$ cat src/rtl/indication_sched_pkg.sv
// Shared constants and state type for the indication pipe scheduler.
// Header field positions refer to word0 (the header beat) of each message.
package indication_sched_pkg;

    localparam int unsigned HDR_LEN_LSB = 0;
    localparam int unsigned HDR_LEN_MSB = 15;
    localparam int unsigned HDR_ID_LSB  = 16;
    localparam int unsigned HDR_ID_MSB  = 31;
    localparam int unsigned MAXB        = 4;

    typedef enum logic [0:0] {IDLE, SEND} sched_state_e;

endpackage

$ cat src/rtl/indication_pipe_sched_rr_arbiter.sv
// Round-robin arbiter: one-hot grant to the first request strictly after last_i,
// searching upward modulo NREQ.
module indication_pipe_sched_rr_arbiter #(
    parameter int unsigned NREQ  = 3,
    parameter int unsigned IDX_W = $clog2(NREQ)
) (
    input  logic [NREQ-1:0]  req_i,
    input  logic [IDX_W-1:0] last_i,
    output logic [NREQ-1:0]  grant_o
);

    logic             found;
    logic [IDX_W-1:0] idx;

    always_comb begin
        grant_o = '0;
        found   = 1'b0;
        idx     = '0;
        for (int unsigned k = 1; k <= NREQ; k++) begin
            idx = IDX_W'((32'(last_i) + k) % NREQ);
            if (!found && req_i[idx]) begin
                grant_o[idx] = 1'b1;
                found        = 1'b1;
            end
        end
    end

endmodule

$ cat src/rtl/indication_pipe_sched.sv
// Shares one BEAT_W-wide indication pipe between NREQ requesters, serializing whole messages.
// Optional INDICATION_SCHED_STATS_EN adds message/clamp statistic counters.
module indication_pipe_sched
    import indication_sched_pkg::*;
#(
    parameter int unsigned NREQ   = 3,
    parameter int unsigned MSG_W  = 128,
    parameter int unsigned BEAT_W = 32
) (
    input  logic                  CLK,
    input  logic                  RST,
    input  logic [NREQ-1:0]       req_enq_ena,
    input  logic [NREQ*MSG_W-1:0] req_enq_v,
    output logic [NREQ-1:0]       req_enq_rdy,
    output logic                  pipe_enq_ena,
    output logic [BEAT_W-1:0]     pipe_enq_v,
    input  logic                  pipe_enq_rdy,
    output logic                  sched_err
`ifdef INDICATION_SCHED_STATS_EN
   ,output logic [31:0]           stat_msgs,
    output logic [15:0]           stat_errs
`endif
);

    localparam int unsigned MAXBEATS = MSG_W / BEAT_W;
    localparam int unsigned BL_W     = $clog2(MAXBEATS + 1);
    localparam int unsigned IDX_W    = $clog2(NREQ);

    logic [NREQ-1:0]   full_q, full_d;
    logic [MSG_W-1:0]  slot_q [NREQ];
    logic [MSG_W-1:0]  slot_d [NREQ];
    sched_state_e      state_q, state_d;
    logic [MSG_W-1:0]  shift_q, shift_d;
    logic [BL_W-1:0]   left_q, left_d;
    logic [IDX_W-1:0]  last_q, last_d;
    logic              err_q, err_d;

    logic [NREQ-1:0]   grant;
    logic [IDX_W-1:0]  grant_idx;
    logic [MSG_W-1:0]  sel_msg;
    logic [15:0]       len;
    logic              len_bad;
    logic [BL_W-1:0]   len_beats;
    logic              last_accept;

    indication_pipe_sched_rr_arbiter #(
        .NREQ  (NREQ),
        .IDX_W (IDX_W)
    ) u_arb (
        .req_i   (full_q),
        .last_i  (last_q),
        .grant_o (grant)
    );

    always_comb begin
        grant_idx = '0;
        for (int unsigned i = 0; i < NREQ; i++) begin
            if (grant[i]) grant_idx = IDX_W'(i);
        end
        sel_msg = slot_q[grant_idx];
        len     = sel_msg[HDR_LEN_MSB:HDR_LEN_LSB];
        len_bad = (len == 16'd0) || (len > 16'(MAXBEATS));
        // Header beat is sent unmodified; only the beat count is clamped.
        if (len == 16'd0)                len_beats = BL_W'(1);
        else if (len > 16'(MAXBEATS))    len_beats = BL_W'(MAXBEATS);
        else                             len_beats = BL_W'(len);
    end

    assign last_accept = (state_q == SEND) && pipe_enq_rdy && (left_q == BL_W'(1));

    always_comb begin
        full_d  = full_q;
        slot_d  = slot_q;
        state_d = state_q;
        shift_d = shift_q;
        left_d  = left_q;
        last_d  = last_q;
        err_d   = 1'b0;
        // Enqueue into a full slot is ignored.
        for (int unsigned i = 0; i < NREQ; i++) begin
            if (req_enq_ena[i] && !full_q[i]) begin
                full_d[i] = 1'b1;
                slot_d[i] = req_enq_v[i*MSG_W +: MSG_W];
            end
        end
        unique case (state_q)
            IDLE: begin
                if (|full_q) begin
                    full_d[grant_idx] = 1'b0;
                    shift_d           = sel_msg;
                    left_d            = len_beats;
                    last_d            = grant_idx;
                    err_d             = len_bad;
                    state_d           = SEND;
                end
            end
            SEND: begin
                if (pipe_enq_rdy) begin
                    shift_d = shift_q >> BEAT_W;
                    left_d  = left_q - BL_W'(1);
                    if (left_q == BL_W'(1)) state_d = IDLE;
                end
            end
            default: state_d = IDLE;
        endcase
    end

    always_ff @(posedge CLK or posedge RST) begin
        if (RST) begin
            full_q  <= '0;
            for (int unsigned i = 0; i < NREQ; i++) slot_q[i] <= '0;
            state_q <= IDLE;
            shift_q <= '0;
            left_q  <= '0;
            last_q  <= IDX_W'(NREQ - 1);
            err_q   <= 1'b0;
        end else begin
            full_q  <= full_d;
            slot_q  <= slot_d;
            state_q <= state_d;
            shift_q <= shift_d;
            left_q  <= left_d;
            last_q  <= last_d;
            err_q   <= err_d;
        end
    end

    assign req_enq_rdy  = ~full_q;
    assign pipe_enq_ena = (state_q == SEND);
    assign pipe_enq_v   = shift_q[BEAT_W-1:0];
    assign sched_err    = err_q;

`ifdef INDICATION_SCHED_STATS_EN
    logic [31:0] msgs_q, msgs_d;
    logic [15:0] errs_q, errs_d;

    always_comb begin
        msgs_d = msgs_q + (last_accept ? 32'd1 : 32'd0);
        errs_d = errs_q + (err_d ? 16'd1 : 16'd0);
    end

    always_ff @(posedge CLK or posedge RST) begin
        if (RST) begin
            msgs_q <= '0;
            errs_q <= '0;
        end else begin
            msgs_q <= msgs_d;
            errs_q <= errs_d;
        end
    end

    assign stat_msgs = msgs_q;
    assign stat_errs = errs_q;
`else
    logic unused_last_accept;
    assign unused_last_accept = last_accept;
`endif

endmodule

$ cat config.mk
export PLATFORM = sky130hd
export DESIGN_NAME = indication_pipe_sched
export DESIGN_NICKNAME = d
export VERILOG_FILES = /design/src/rtl/indication_sched_pkg.sv /design/src/rtl/indication_pipe_sched_rr_arbiter.sv /design/src/rtl/indication_pipe_sched.sv
export SDC_FILE = /design/constraint.sdc
export NUM_CORES = 1
export LEC_CHECK = 0
export ABC_AREA = 1
export ABC_CLOCK_PERIOD_IN_PS = 24600
export BUFFER_PORTS_ARGS = -buffer_cell sky130_fd_sc_hd__clkbuf_2
export CELL_PAD_IN_SITES_DETAIL_PLACEMENT = 0
export CELL_PAD_IN_SITES_GLOBAL_PLACEMENT = 1
export CORE_AREA = 3 3 232 234
export CTS_CLUSTER_SIZE = 40
export DETAILED_ROUTE_END_ITERATION = 6
export DIE_AREA = 0 0 235 237
export PLACE_DENSITY = 0.77
export SYNTH_ARGS = -nofsm -noshare
export SYNTH_HDL_FRONTEND = slang
export SYNTH_HIERARCHICAL = 1
export SYNTH_SLANG_ARGS = --single-unit
$ cat constraint.sdc
create_clock -name CLK -period 24.6 [get_ports CLK]
set_clock_uncertainty 0.15 [all_clocks]
set_input_delay 3.69 -clock CLK [delete_from_list [all_inputs] [get_ports CLK]]
set_output_delay 3.69 -clock CLK [all_outputs]
set_load 0.01 [all_outputs]
Yosys cells after proc, flatten, opt, wreduce, memory -nomap -nowiden
Index checks and enable logic that the tools add are counted.
{"block": "word_totals", "elab_cells": 98, "ff_bits": 522}
{"block": "classes", "n_bitwise": 7, "eq_ne": 3, "reduce_logical": 19, "div_mod_pow": 3, "addsub": 4, "n_mux": 43, "order_cmp": 10}
{"cell": "$mux 128", "n": 4}
{"cell": "$bmux 128 s2", "n": 1}
{"cell": "$pmux 128 s2", "n": 1}
{"cell": "$mod 32x2->32 const B", "n": 3}
{"cell": "$mux 3", "n": 9}
{"cell": "$mux 1", "n": 18}
{"cell": "$gt 16x3->1 const B", "n": 1}
{"cell": "$logic_not 16->1", "n": 1}
{"cell": "$lt 2x3->1 const B", "n": 4}
{"cell": "$logic_and 1x1->1", "n": 9}
{"cell": "$demux 1 s2", "n": 4}
{"cell": "$ge 2x1->1 const B", "n": 4}
{"cell": "$add 2x2->3 const B", "n": 2}
{"cell": "$bmux 1 s2", "n": 3}
{"cell": "$not 3->3", "n": 2}
{"cell": "$or 3x3->3", "n": 2}
{"cell": "$pmux 3 s2", "n": 1}
{"cell": "$logic_not 1->1", "n": 5}
{"cell": "$ne 2x2->1 const B", "n": 2}
{"cell": "$reduce_and 2->1", "n": 2}
{"cell": "$add 2x1->3 const B", "n": 1}
{"cell": "$and 3x3->3", "n": 1}
{"cell": "$eq 3x1->1 const B", "n": 1}
{"cell": "$ge 3x3->1 const B", "n": 1}
{"cell": "other kinds (7)", "n": 7}

Longest topological paths before layout
{"block": "logic_depth", "word_depth": 22, "mapped_depth": 23, "ltp_nobuf": 22}

Hierarchy
The synthesis kept the hierarchy.
{"module": "indication_pipe_sched", "area_per_inst_um2": 22482.8, "cells_each": 2018, "instances": 1}
{"module": "indication_pipe_sched_rr_arbiter", "area_per_inst_um2": 235.2, "cells_each": 44, "instances": 1}

Least setup slack after synthesis
Ideal clock, no wire load.
{"block": "synth_timing", "path_type": "input port to flip-flop", "startpoint": "input req_enq_ena[1]", "endpoint": "register slot_q[133] in the netlist's numbering", "t_arrival_ns": 4.661, "slack_ns": 19.665, "required_time_ns": 24.325, "stages": 4, "n_path_buf": 2, "cell_sequence": "nand2_1 > clkbuf_1 > buf_2 > mux2_2"}
{"block": "synth_between", "elab_chain_cells": 1}
{"element": "start, declared", "line": "indication_pipe_sched.sv:12", "source": "input logic [NREQ-1:0] req_enq_ena,"}
{"element": "$logic_and 1x1->1", "line": "indication_pipe_sched.sv:81", "source": "if (req_enq_ena[i] && !full_q[i]) begin"}
{"element": "end signal, assigned", "line": "indication_pipe_sched.sv:119", "source": "slot_q <= slot_d;"}
{"element": "end, declared", "line": "indication_pipe_sched.sv:30", "source": "logic [MSG_W-1:0] slot_q [NREQ];"}
Every way passes these cells.
A chain may end at the register's enable or synchronous reset.

==> flow_summary_export.csv <==
group,metric,value,unit
sta,rsz0062_at_grt,"false",
yosys,syn_area,22700,µm²
grt,antenna_found_initial,6,
die,dieArea,55700,µm²
placement,place.gp.congestion,0.810,
placement,dp_cells,3022,
grt,grt_max_degree,185,
die,core_area,52200,µm²
yosys,avgSynthCellArea,11.0,µm²
worst_hold_path,hold_path_class,"reg2reg",
die,chipHeight,237,µm
cells_and_area,nets,2787,
die,start_util,0.435,
placement,io_buffers,426,
setup_path,crit_top_cell,"buf_4",
grt,grtUsageTotal,0.237,
setup_path,cp_top_family,"buffers and inverters",
power_and_ir_drop,p_leak,12.7,nW
power_and_ir_drop,powerDensity,146,nW/µm²
setup_path,arrival,6360,ps
setup_path,cp_max_fo,131,
clock_network,cts_sinks,522,
clock_network,post_cts_buffers,0,
sta,period_share,0.243,
setup_path,cp_data_required_time,24970,ps
power_and_ir_drop,vdd_drop_max,0.131,mV
route,via_count,16600,
sta,finalSetupViolations,0,
clock_network,htree_levels,2,
sta,fmax,167,MHz
clock_network,root_buffer,"clkbuf_16",
setup_path,cp_slowest_stage_delay,960,ps
setup_path,setup.worst_path.class,"in2async",
clock_network,clkTransAtPathRegs,60,ps
yosys,syn_inst,2058,
clock_network,cts_inserted_buffers,55,
placement,dp_hpwl,46800,µm
route,viasPerCell,5.32,
clock_network,cts-resized-gates,0,
setup_path,cp-start-kind,"input port",
cells_and_area,area_delta_synth_final,17.8,%
route,ant_nets,0,
clock_network,clk_latency,600,ps
route,wire_per_inst,21.5,µm
yosys,ys_warn_count,6,
sta,maxSlewViolCount,0,
sta,slew_headroom,0.230,
job,cap_viol_max_count,0,
die,die_w,235,µm
setup_path,crit_chain,"clkbuf_2, inv_8, buf_4, buf_4",
die,rows,84,
clock_network,cts_buffer_depth,3,
die,io_pins,427,
grt,grt-ovfl-total,0,
grt,grt_pass1_wl,102000,µm
sta,fin_crit,5980,ps
cells_and_area,final_cell_count_no_fill,3123,
route,finalWirelength,67000,µm
setup_path,critPathBufInv,4,
setup_path,cp_slowest_cell,"buf_4",
yosys,synth_nets,2454,
cells_and_area,drive_above_1_share,0.361,
sta,hold_violations,0,
sta,worst_pin_slew,1160,ps
sta,fin_tns_setup,0,ps
clock_network,holdBufCountCts,0,
status,outcome,"completed",
route,drc_errors,0,
route,drt-initial-drc-count,1099,
grt,grt_pass1_vias,17400,
route,first_pass_iters,5,
clock_network,cts_tree,"yes",
setup_path,crit_path_end_kind,"async pin",
==> tightest hold or removal path: stages (launching register included) <==
cell     delay (ps)
dfrtp_1         330
nand2_1          50
o21ai_0          60
==> per-stage QoR <==
| stage | worst slack (ps) | hold slack (ps) | power [W] | area (µm²) | utilization |
|---|---|---|---|---|---|
| 5_1_grt | 18170 | 349 | 0.00417 | 26700 | 0.512 |
| 4_1_cts | 18500 | 333 | 0.00394 | 26700 | 0.512 |
| 6_report | 18620 | 332 | 0.00391 | 26700 | 0.512 |
| 2_1_floorplan | 6180 | 287 | 0.00262 | 22700 | - |
| 3_5_place_dp | 17870 | 318 | 0.00312 | 25000 | 0.478 |
| 3_3_place_gp | 17960 | 311 | 0.00306 | 25000 | 0.478 |
==> power by group <==
part,switching (W),internal (W),total [W]
sequential,0.000209,0.00126,0.00147
clock,0.000337,0.000479,0.000816
combinational,0.00102,0.000604,0.00162
total,0.00157,0.00234,0.00391
==> layer usage <==
metal	up-vias	track usage	part of all wire
met4	4	0.0807	0.032
li1	7729	-	-
met2	457	0.396	0.49
met5	-	0	0.00060
met1	8314	0.312	0.43
met3	106	0.0441	0.055
==> placed cells by master (no fill, tap or decap), drive strengths merged <==
cell type,count
a21oi,105
a22o,30
a22oi,64
a31oi,1
buf,19
bufinv,3
clkbuf,507
clkinv,10
clkinvlp,3
dfrtp,521
dfstp,1
diode,2
ha,6
inv,92
mux2,325
nand2,293
nand3,89
nand4,4
nor2,108
nor3,1
o211ai,1
o21ai,218
o22ai,32
==> flip-flops by register name (all words and copies together), names as in the netlist <==
register / count
slot_q: 384
full_q: 3
pipe_enq_ena: 1
last_q: 2
left_q: 3
shift_q: 128
sched_err: 1
==> final timing paths <==
check | startpoint | endpoint | slack [ps] | depth (start not counted)
worst max register to register | last_q[0] | shift_q[71] | 19520 | 16
min in group asynchronous | RST | slot_q[371] | 3150 | 2
max in group CLK | pipe_enq_ena | pipe_enq_ena | 19010 | 1
worst min register to register | shift_q[95] | shift_q[95] | 330 | 2
worst min-delay path | shift_q[95] | shift_q[95] | 330 | 2
worst max-delay path | RST | slot_q[304] | 18620 | 4
==> cell type report <==
type | count | area [µm²]
Antenna cell | 2 | 5.00
Clock buffer | 81 | 1590
Clock inverter | 18 | 183
Fill cell | 4683 | 25500
Inverter | 90 | 350
Multi-Input combinational cell | 1277 | 8400
Sequential cell | 522 | 13100
Tap cell | 688 | 861
Timing Repair Buffer | 445 | 2290
Power figures use the tool's default switching activity.
